**config.mk**
```make
export PLATFORM = sky130hd
export DESIGN_NAME = lcd_quiz_ctrl
export DESIGN_NICKNAME = d
export VERILOG_FILES = /design/src/rtl/lcd_quiz_pkg.sv /design/src/rtl/lcd_byte_writer.sv /design/src/rtl/lcd_quiz_ctrl.sv
export SDC_FILE = /design/constraint.sdc
export NUM_CORES = 1
export LEC_CHECK = 0
export CAP_MARGIN = 10
export CELL_PAD_IN_SITES_DETAIL_PLACEMENT = 0
export CELL_PAD_IN_SITES_GLOBAL_PLACEMENT = 1
export CORE_MARGIN = 1
export CORE_UTILIZATION = 46
export DETAILED_ROUTE_END_ITERATION = 8
export PLACE_DENSITY = 0.92
export SYNTH_ARGS = -nofsm -noshare
export SYNTH_HDL_FRONTEND = slang
export SYNTH_SLANG_ARGS = --single-unit
```
**constraint.sdc**
```tcl
create_clock -name iCLK -period 3.7 [get_ports iCLK]
set_clock_uncertainty 0.1 [all_clocks]
set_input_delay 0.925 -clock iCLK [delete_from_list [all_inputs] [get_ports iCLK]]
set_output_delay 0.925 -clock iCLK [all_outputs]
set_load 0.005 [all_outputs]
```
**src/rtl/lcd_quiz_pkg.sv**
```systemverilog
// lcd_quiz_pkg: shared types and constants for the LCD quiz controller.
//   - quiz_state_e : top-level sequencer states
//   - wr_state_e   : byte-writer states (poll states used only with LCD_BUSY_POLL_EN)
//   - msg_e        : which banner is shown on line 1
//   - HD44780 command bytes and the line-1 / line-2 character ROM helpers
package lcd_quiz_pkg;

    typedef enum logic [1:0] {StInit, StIdle, StCheck, StDraw} quiz_state_e;

    typedef enum logic [2:0] {
        WrIdle, WrSetup, WrEn, WrHold, WrWait, WrPollSetup, WrPollEn, WrPollHold
    } wr_state_e;

    typedef enum logic [1:0] {MsgReady, MsgPass, MsgFail, MsgLocked} msg_e;

    // Wide enough for the default 100000-clock clear delay.
    localparam int unsigned DLY_W = 20;

    localparam logic [7:0] CMD_FUNC_SET = 8'h38;
    localparam logic [7:0] CMD_DISP_ON  = 8'h0C;
    localparam logic [7:0] CMD_CLEAR    = 8'h01;
    localparam logic [7:0] CMD_ENTRY    = 8'h06;
    localparam logic [7:0] CMD_LINE1    = 8'h80;
    localparam logic [7:0] CMD_LINE2    = 8'hC0;

    localparam logic [8*16-1:0] STR_READY  = "READY           ";
    localparam logic [8*16-1:0] STR_PASS   = "PASS            ";
    localparam logic [8*16-1:0] STR_FAIL   = "FAIL            ";
    localparam logic [8*16-1:0] STR_LOCKED = "LOCKED          ";
    localparam logic [8*6-1:0]  STR_TRIES  = "TRIES:";
    localparam logic [7:0]      CHR_SPACE  = 8'h20;
    localparam logic [7:0]      CHR_ZERO   = 8'h30;

    // Sequence indices of the final byte of each sequence.
    localparam logic [5:0] INIT_LAST = 6'd20;  // 4 cmds + 0x80 + 16 chars
    localparam logic [5:0] DRAW_LAST = 6'd33;  // 0x80 + 16 chars + 0xC0 + 16 chars

    function automatic logic [7:0] line1_char(msg_e m, logic [3:0] i);
        logic [8*16-1:0] s;
        case (m)
            MsgPass:   s = STR_PASS;
            MsgFail:   s = STR_FAIL;
            MsgLocked: s = STR_LOCKED;
            default:   s = STR_READY;
        endcase
        return s[8*(15 - int'(i)) +: 8];
    endfunction

    function automatic logic [7:0] line2_char(logic [3:0] tries, logic [3:0] i);
        if (i < 4'd6) begin
            return STR_TRIES[8*(5 - int'(i)) +: 8];
        end else if (i == 4'd6) begin
            return CHR_ZERO + {4'h0, tries};
        end
        return CHR_SPACE;
    endfunction

endpackage

```
**src/rtl/lcd_byte_writer.sv**
```systemverilog
// lcd_byte_writer: writes one byte to an HD44780 and waits until it may take the next.
// Sequence: 1 setup clock (RS/DATA stable, EN low), EN high for EN_CYC clocks, 1 hold
// clock, then either i_delay idle clocks or (LCD_BUSY_POLL_EN defined) busy-flag reads
// repeated until DATA[7]=0 or i_timeout clocks have been spent polling.
// Ports:
//   iCLK, iRST_N   clock, synchronous active-low reset
//   i_abort        drop the current byte; EN low on the next clock
//   i_start        accepted when idle; latches i_rs, i_data, i_delay
//   i_bus_bf       LCD_DATA[7] as seen on the bus (busy flag)
//   i_timeout      poll timeout in clocks
//   o_done         one-clock pulse when the byte and its wait are complete
//   o_en/o_rs/o_rw LCD strobes; o_oe enables the data-bus driver; o_data bus value
module lcd_byte_writer
    import lcd_quiz_pkg::*;
#(
    parameter int unsigned EN_CYC = 16
) (
    input  logic             iCLK,
    input  logic             iRST_N,
    input  logic             i_abort,
    input  logic             i_start,
    input  logic             i_rs,
    input  logic [7:0]       i_data,
    input  logic [DLY_W-1:0] i_delay,
    input  logic             i_bus_bf,
    input  logic [DLY_W-1:0] i_timeout,
    output logic             o_done,
    output logic             o_en,
    output logic             o_rs,
    output logic             o_rw,
    output logic             o_oe,
    output logic [7:0]       o_data
);

    wr_state_e        r_state;
    wr_state_e        w_state_d;
    logic [DLY_W-1:0] r_cnt;
    logic             r_rs;
    logic [7:0]       r_data;
    logic [DLY_W-1:0] r_dly;
    logic             w_en_last;
    logic             w_wait_last;
    logic             w_poll_exit;
    logic             w_polling;

    assign w_en_last   = (r_cnt == DLY_W'(EN_CYC - 1));
    assign w_wait_last = ((r_cnt + DLY_W'(1)) >= r_dly);

`ifdef LCD_BUSY_POLL_EN
    logic [DLY_W-1:0] r_tmo;
    logic             r_bf;

    assign w_poll_exit = !r_bf || (r_tmo >= i_timeout);
    assign w_polling   = (r_state == WrPollSetup) || (r_state == WrPollEn) ||
                         (r_state == WrPollHold);

    // Timeout spans the whole poll phase, not a single read.
    always_ff @(posedge iCLK) begin
        if (!iRST_N) begin
            r_tmo <= '0;
            r_bf  <= 1'b0;
        end else begin
            if (r_state == WrHold) begin
                r_tmo <= '0;
            end else if (w_polling && r_tmo != '1) begin
                r_tmo <= r_tmo + DLY_W'(1);
            end
            if (r_state == WrPollEn && w_en_last) begin
                r_bf <= i_bus_bf;
            end
        end
    end
`else
    logic w_unused;
    assign w_unused    = ^{i_bus_bf, i_timeout};
    assign w_poll_exit = 1'b1;
    assign w_polling   = 1'b0;
`endif

    // State register
    always_ff @(posedge iCLK) begin
        if (!iRST_N || i_abort) begin
            r_state <= WrIdle;
        end else begin
            r_state <= w_state_d;
        end
    end

    // Next-state logic
    always_comb begin
        w_state_d = r_state;
        case (r_state)
            WrIdle:  if (i_start) w_state_d = WrSetup;
            WrSetup: w_state_d = WrEn;
            WrEn:    if (w_en_last) w_state_d = WrHold;
`ifdef LCD_BUSY_POLL_EN
            WrHold:      w_state_d = WrPollSetup;
            WrPollSetup: w_state_d = WrPollEn;
            WrPollEn:    if (w_en_last) w_state_d = WrPollHold;
            WrPollHold:  w_state_d = w_poll_exit ? WrIdle : WrPollSetup;
`else
            WrHold:  w_state_d = WrWait;
`endif
            WrWait:  if (w_wait_last) w_state_d = WrIdle;
            default: w_state_d = WrIdle;
        endcase
    end

    // Per-state cycle counter and latched byte
    always_ff @(posedge iCLK) begin
        if (!iRST_N) begin
            r_cnt  <= '0;
            r_rs   <= 1'b0;
            r_data <= 8'h00;
            r_dly  <= '0;
        end else begin
            if (i_abort || w_state_d != r_state) begin
                r_cnt <= '0;
            end else if (r_cnt != '1) begin
                r_cnt <= r_cnt + DLY_W'(1);
            end
            if (r_state == WrIdle && i_start && !i_abort) begin
                r_rs   <= i_rs;
                r_data <= i_data;
                r_dly  <= i_delay;
            end
        end
    end

    // Outputs
    always_comb begin
        o_en   = (r_state == WrEn) || (r_state == WrPollEn);
        o_done = ((r_state == WrWait) && w_wait_last) ||
                 ((r_state == WrPollHold) && w_poll_exit);
        o_rw   = w_polling;
        o_rs   = w_polling ? 1'b0 : r_rs;
        o_oe   = !w_polling;
        o_data = r_data;
    end

endmodule

```
**src/rtl/lcd_quiz_ctrl.sv**
```systemverilog
// lcd_quiz_ctrl: answer-check quiz that reports its verdict on an HD44780 16x2 LCD.
// Initialises the LCD and shows "READY"; each accepted submit rising edge compares the
// answer with KEY, updates the verdict LEDs / try counter / lockout and redraws both lines.
// Optional feature macro: LCD_BUSY_POLL_EN (busy-flag polling inside lcd_byte_writer).
// Ports:
//   iCLK, iRST_N   clock, synchronous active-low reset
//   answer         candidate answer, sampled when a submit is accepted
//   submit         asynchronous level; each rising edge is one submit request
//   rst            soft clear, active-high level
//   LCD_DATA       HD44780 data bus (released only while polling the busy flag)
//   LCD_RW/EN/RS   HD44780 control strobes
//   greenOut       last verdict correct; redOut last verdict wrong or locked
//   locked         lockout active; busy LCD sequence in progress
module lcd_quiz_ctrl
    import lcd_quiz_pkg::*;
#(
    parameter int unsigned       ANS_W     = 10,
    parameter logic [ANS_W-1:0]  KEY       = ANS_W'(10'h2A5),
    parameter int unsigned       MAX_TRIES = 3,
    parameter int unsigned       EN_CYC    = 16,
    parameter int unsigned       CMD_DLY   = 2500,
    parameter int unsigned       CLR_DLY   = 100000
) (
    input  logic             iCLK,
    input  logic             iRST_N,
    input  logic [ANS_W-1:0] answer,
    input  logic             submit,
    input  logic             rst,
    inout  wire  [7:0]       LCD_DATA,
    output logic             LCD_RW,
    output logic             LCD_EN,
    output logic             LCD_RS,
    output logic             greenOut,
    output logic             redOut,
    output logic             locked,
    output logic             busy
);

    quiz_state_e      r_state;
    quiz_state_e      w_state_d;
    logic [5:0]       r_idx;
    logic             r_issued;
    logic [DLY_W-1:0] r_pwr_cnt;
    logic             r_sub_s1;
    logic             r_sub_s2;
    logic             r_sub_prev;
    logic [ANS_W-1:0] r_ans;
    logic [3:0]       r_tries;
    logic             r_locked;
    logic             r_green;
    logic             r_red;
    msg_e             r_msg;

    logic             w_sub_edge;
    logic             w_accept;
    logic             w_pwr_done;
    logic             w_last;
    logic             w_start;
    logic             w_done;
    logic             w_rs;
    logic [7:0]       w_byte;
    logic [DLY_W-1:0] w_delay;
    logic             w_oe;
    logic [7:0]       w_data;

    assign w_sub_edge = r_sub_s2 & ~r_sub_prev;
    assign w_accept   = (r_state == StIdle) && w_sub_edge && !r_locked && !rst;
    assign w_pwr_done = (r_pwr_cnt >= DLY_W'(CLR_DLY));
    assign w_last     = (r_state == StInit) ? (r_idx == INIT_LAST) : (r_idx == DRAW_LAST);

    // Submit synchroniser; keeps running through soft clear so no stale edge is seen later.
    always_ff @(posedge iCLK) begin
        if (!iRST_N) begin
            r_sub_s1   <= 1'b0;
            r_sub_s2   <= 1'b0;
            r_sub_prev <= 1'b0;
        end else begin
            r_sub_s1   <= submit;
            r_sub_s2   <= r_sub_s1;
            r_sub_prev <= r_sub_s2;
        end
    end

    // State register
    always_ff @(posedge iCLK) begin
        if (!iRST_N || rst) begin
            r_state <= StInit;
        end else begin
            r_state <= w_state_d;
        end
    end

    // Next-state logic
    always_comb begin
        w_state_d = r_state;
        unique case (r_state)
            StInit:  if (w_done && w_last) w_state_d = StIdle;
            StIdle:  if (w_accept) w_state_d = StCheck;
            StCheck: w_state_d = StDraw;
            StDraw:  if (w_done && w_last) w_state_d = StIdle;
        endcase
    end

    // Outputs
    always_comb begin
        busy     = (r_state != StIdle);
        w_start  = !r_issued && (((r_state == StInit) && w_pwr_done) || (r_state == StDraw));
        greenOut = r_green;
        redOut   = r_red;
        locked   = r_locked;
    end

    // Byte ROM: which byte the sequence index selects in the current state
    always_comb begin
        w_rs   = 1'b0;
        w_byte = 8'h00;
        if (r_state == StInit) begin
            case (r_idx)
                6'd0:    w_byte = CMD_FUNC_SET;
                6'd1:    w_byte = CMD_DISP_ON;
                6'd2:    w_byte = CMD_CLEAR;
                6'd3:    w_byte = CMD_ENTRY;
                6'd4:    w_byte = CMD_LINE1;
                default: begin
                    w_rs   = 1'b1;
                    w_byte = line1_char(MsgReady, 4'(r_idx - 6'd5));
                end
            endcase
        end else begin
            if (r_idx == 6'd0) begin
                w_byte = CMD_LINE1;
            end else if (r_idx <= 6'd16) begin
                w_rs   = 1'b1;
                w_byte = line1_char(r_msg, 4'(r_idx - 6'd1));
            end else if (r_idx == 6'd17) begin
                w_byte = CMD_LINE2;
            end else begin
                w_rs   = 1'b1;
                w_byte = line2_char(r_tries, 4'(r_idx - 6'd18));
            end
        end
        w_delay = (!w_rs && w_byte == CMD_CLEAR) ? DLY_W'(CLR_DLY) : DLY_W'(CMD_DLY);
    end

    // Sequencing, verdict and try bookkeeping
    always_ff @(posedge iCLK) begin
        if (!iRST_N || rst) begin
            r_idx     <= '0;
            r_issued  <= 1'b0;
            r_pwr_cnt <= '0;
            r_ans     <= '0;
            r_tries   <= '0;
            r_locked  <= 1'b0;
            r_green   <= 1'b0;
            r_red     <= 1'b0;
            r_msg     <= MsgReady;
        end else begin
            if (w_done) begin
                r_issued <= 1'b0;
                r_idx    <= w_last ? 6'd0 : r_idx + 6'd1;
            end else if (w_start) begin
                r_issued <= 1'b1;
            end
            if (r_state == StInit && !w_pwr_done) begin
                r_pwr_cnt <= r_pwr_cnt + DLY_W'(1);
            end
            if (w_accept) begin
                r_ans <= answer;
            end
            if (r_state == StCheck) begin
                if (r_ans == KEY) begin
                    r_green <= 1'b1;
                    r_red   <= 1'b0;
                    r_msg   <= MsgPass;
                end else begin
                    r_green <= 1'b0;
                    r_red   <= 1'b1;
                    if (r_tries < 4'(MAX_TRIES)) begin
                        r_tries <= r_tries + 4'd1;
                    end
                    if ((r_tries + 4'd1) >= 4'(MAX_TRIES)) begin
                        r_locked <= 1'b1;
                        r_msg    <= MsgLocked;
                    end else begin
                        r_msg    <= MsgFail;
                    end
                end
            end
        end
    end

    lcd_byte_writer #(
        .EN_CYC (EN_CYC)
    ) u_writer (
        .iCLK      (iCLK),
        .iRST_N    (iRST_N),
        .i_abort   (rst),
        .i_start   (w_start),
        .i_rs      (w_rs),
        .i_data    (w_byte),
        .i_delay   (w_delay),
        .i_bus_bf  (LCD_DATA[7]),
        .i_timeout (DLY_W'(CLR_DLY)),
        .o_done    (w_done),
        .o_en      (LCD_EN),
        .o_rs      (LCD_RS),
        .o_rw      (LCD_RW),
        .o_oe      (w_oe),
        .o_data    (w_data)
    );

    assign LCD_DATA = w_oe ? w_data : 8'hzz;

endmodule

```
==> run metrics <==
All-Layer GR Usage=21.6%; Die X=108 um; total grt overflow=0; CTS Buffer Depth=2; Mapped Cells=639; peak supply drop=314 uV; IO Port Bufs=19; final setup TNS=0 ns; WL/cell=15.1 um; sequential share of the synthesized area=32.7%; Power Dens Cells=312 nW/um2; DR vias=4632; period utilisation layout=92.2%; routability cong.=0.880; crit path launch type=flip-flop; Post-route DRC=0; MaxCap Viol Count=0; Net Sw Frac=22.8%; vias in the first global route=4253; Post-synth EDFFs=0; Routed Antenna Nets=0; CP max FO=13; CTS sink cnt=85; ys async rst share=0%; ranking of synthesized cells by area=dfxtp_1 (33%), ha_1 (8.7%), a21oi_1 (5.3%), xnor2_1 (4.7%), nor2_1 (4.4%); synthesized cell area=5200 um2; commonest cells after routing, fill and taps aside=dfxtp_1 (80), nor2_1 (60), a21oi_1 (55); crit path DAT=3.59 ns; Initial DRC Count=278; Initial Utilization=47.5%; post-DR vias/cell=5.87; Max Slew Vio Count=0; Ports=29; hpwl dp=8650 um; Unique masters post-synth=72; initial antenna violation count=0; Die Ht=108 um; Num CTS Buffers=9; top cell type's share of synthesized area=32.7%; largest net degree at the start of global routing=42; Hold Path Class=reg2reg; P_sw=414 uW; Synth Net Count=689; Initial DRT Pass Iterations=5; RSZ-0062 raised after global routing=no; Fmax=293 MHz; Die Area=11700 um2; clock latency on the worst-skew pair=0.34 ns; row count=38; clock root buffer=clkbuf_16; most common cell after layout, fill and taps aside=dfxtp_1; crit path time final=3.41 ns; hold buffer count at CTS=0; TritonCTS clock tree=yes; Logic pwr share=2.6%; clock transition at the registers of the reported paths=0.06 ns; final hold vios=0; Mapped Avg Cell Area=8.14 um2; synthesis warning total=0; Setup CP Type=reg2reg; Leak=0.00209 uW; Final #Nets=694; worst slew pin tran=0.763 ns; Layout area overhead=11.7%; fraction of layout cells with a size suffix above 1=8.01%; # diodes=0; leading area contributor after synthesis=dfxtp_1; Hold WS=0.359 ns; #FFs+latches synth=85; crit end category=flip-flop; clock group share of total power=46.4%; WP data required=3.87 ns; worst rel slew slack=49.0%; global-route wire length before repair=20200 um; P_int=1400 uW; status=completed; sequential share of power=50.9%; H-tree depth=3; final setup fails=0; Main synth FF type=dfxtp_1; core area=10900 um2; # fillers=1011; Post-Route WL=11900 um
what timing repair did:
item,in CTS,in global routing
endpoints found under the setup margin,0,19
buffers inserted,0,1
gates resized for setup,0,10
worst paths after layout:
path | endpoint | slack (ns) | startpoint | cells after the start
worst max-delay path | r_idx[2] | 0.29 | u_writer.r_cnt[0] | 15
worst min-delay path | r_sub_s2 | 0.36 | r_sub_s1 | 1
worst max register to register | r_idx[2] | 0.29 | u_writer.r_cnt[0] | 15
worst min register to register | r_sub_s2 | 0.36 | r_sub_s1 | 1
power by group through the flow:
stage | logic [uW] | clock network [uW] | registers (uW)
after global placement | 45.3 | 0 | 943
after floorplan | 24.8 | 0 | 943
after CTS | 47.7 | 854 | 923
after detailed placement | 46.9 | 0 | 944
final | 47.5 | 842 | 923
after global routing | 52.3 | 895 | 923
cell usage after synthesis, drive strengths merged (2+ instances only):
master / count
o21a: 3
and2: 12
nand2b: 7
o41ai: 3
ha: 36
nor3b: 3
o2111ai: 3
a32oi: 2
a32o: 2
nor4: 11
and4: 5
o31a: 2
or2: 3
a211oi: 9
or4: 5
nor2: 61
o31ai: 3
a31oi: 7
nor3: 17
o32ai: 3
o211ai: 4
o22ai: 2
a21o: 3
nand2: 40
a41oi: 3
o21bai: 2
nand3: 23
xnor2: 28
a211o: 2
mux2i: 12
xor2: 10
a311oi: 4
buf: 6
inv: 34
clkbuf: 29
and3: 8
nand4b: 3
nand4: 13
o21ai: 35
or3: 10
dfxtp: 85
a22oi: 3
nor2b: 10
a21oi: 55
o221a: 2
flip-flops by register name, indices dropped and copies added, names as in the netlist, 2 cells and up:
name and count:
LCD_DATA 8, r_ans 10, r_idx 6, r_pwr_cnt 20, r_state 2, r_tries 4, u_writer.r_cnt 20, u_writer.r_dly 3
u_writer.r_state 3
cell type report:
class,count,area [um2],share of cell area [%]
Multi-Input combinational cell,484,3250,56.0
Tap cell,140,175,3.02
Timing Repair Buffer,29,265,4.57
Inverter,35,131,2.26
Sequential cell,85,1710,29.4
Clock inverter,7,50.0,0.862
Clock buffer,9,225,3.88
through the flow:
step | area (um2) | power, uW | cells | util (%) | worst slack [ns]
2_1_floorplan | 5200 | 968 | 639 | - | 0.492
3_3_place_gp | 5490 | 989 | 772 | 50.2 | 0.298
3_5_place_dp | 5490 | 991 | 772 | 50.2 | 0.220
4_1_cts | 5770 | 1820 | 788 | 52.8 | 0.188
5_1_grt | 5810 | 1870 | 789 | 53.1 | 0.0138
6_report | 5810 | 1810 | 789 | 53.1 | 0.287
logic make-up after synthesis:
logic type      share of synthesized area [%]
simple gates                             24.0
compound gates                           20.5
flops                                    32.7
buf+inv                                  5.29
xor+xnor                                 6.40
fa+ha+maj                                8.66
mux                                      2.31
other cells                            0.0721
per-layer routing:
| metal | vias to the layer above | routed length (um) | track usage, % |
|---|---|---|---|
| met3 | 13 | 582 | 5.18 |
| met5 | - | 0 | 0 |
| met1 | 2190 | 5770 | 29.6 |
| li1 | 2310 | - | - |
| met4 | 0 | 209 | 6.95 |
| met2 | 119 | 5390 | 33.3 |
critical path: stages (launching register included):
cell     delay [ns]
dfxtp_2        0.38
ha_2           0.26
nand4_4        0.16
nor3_2         0.20
buf_4          0.15
xnor2_1        0.13
inv_1          0.07
ha_1           0.32
nand4_1        0.10
a31oi_1        0.16
o21ai_0        0.13
a41oi_2        0.29
o31ai_2        0.10
buf_4          0.18
or4b_1         0.46
a21oi_1        0.15
No activity file was read; power rests on OpenSTA's default activity.
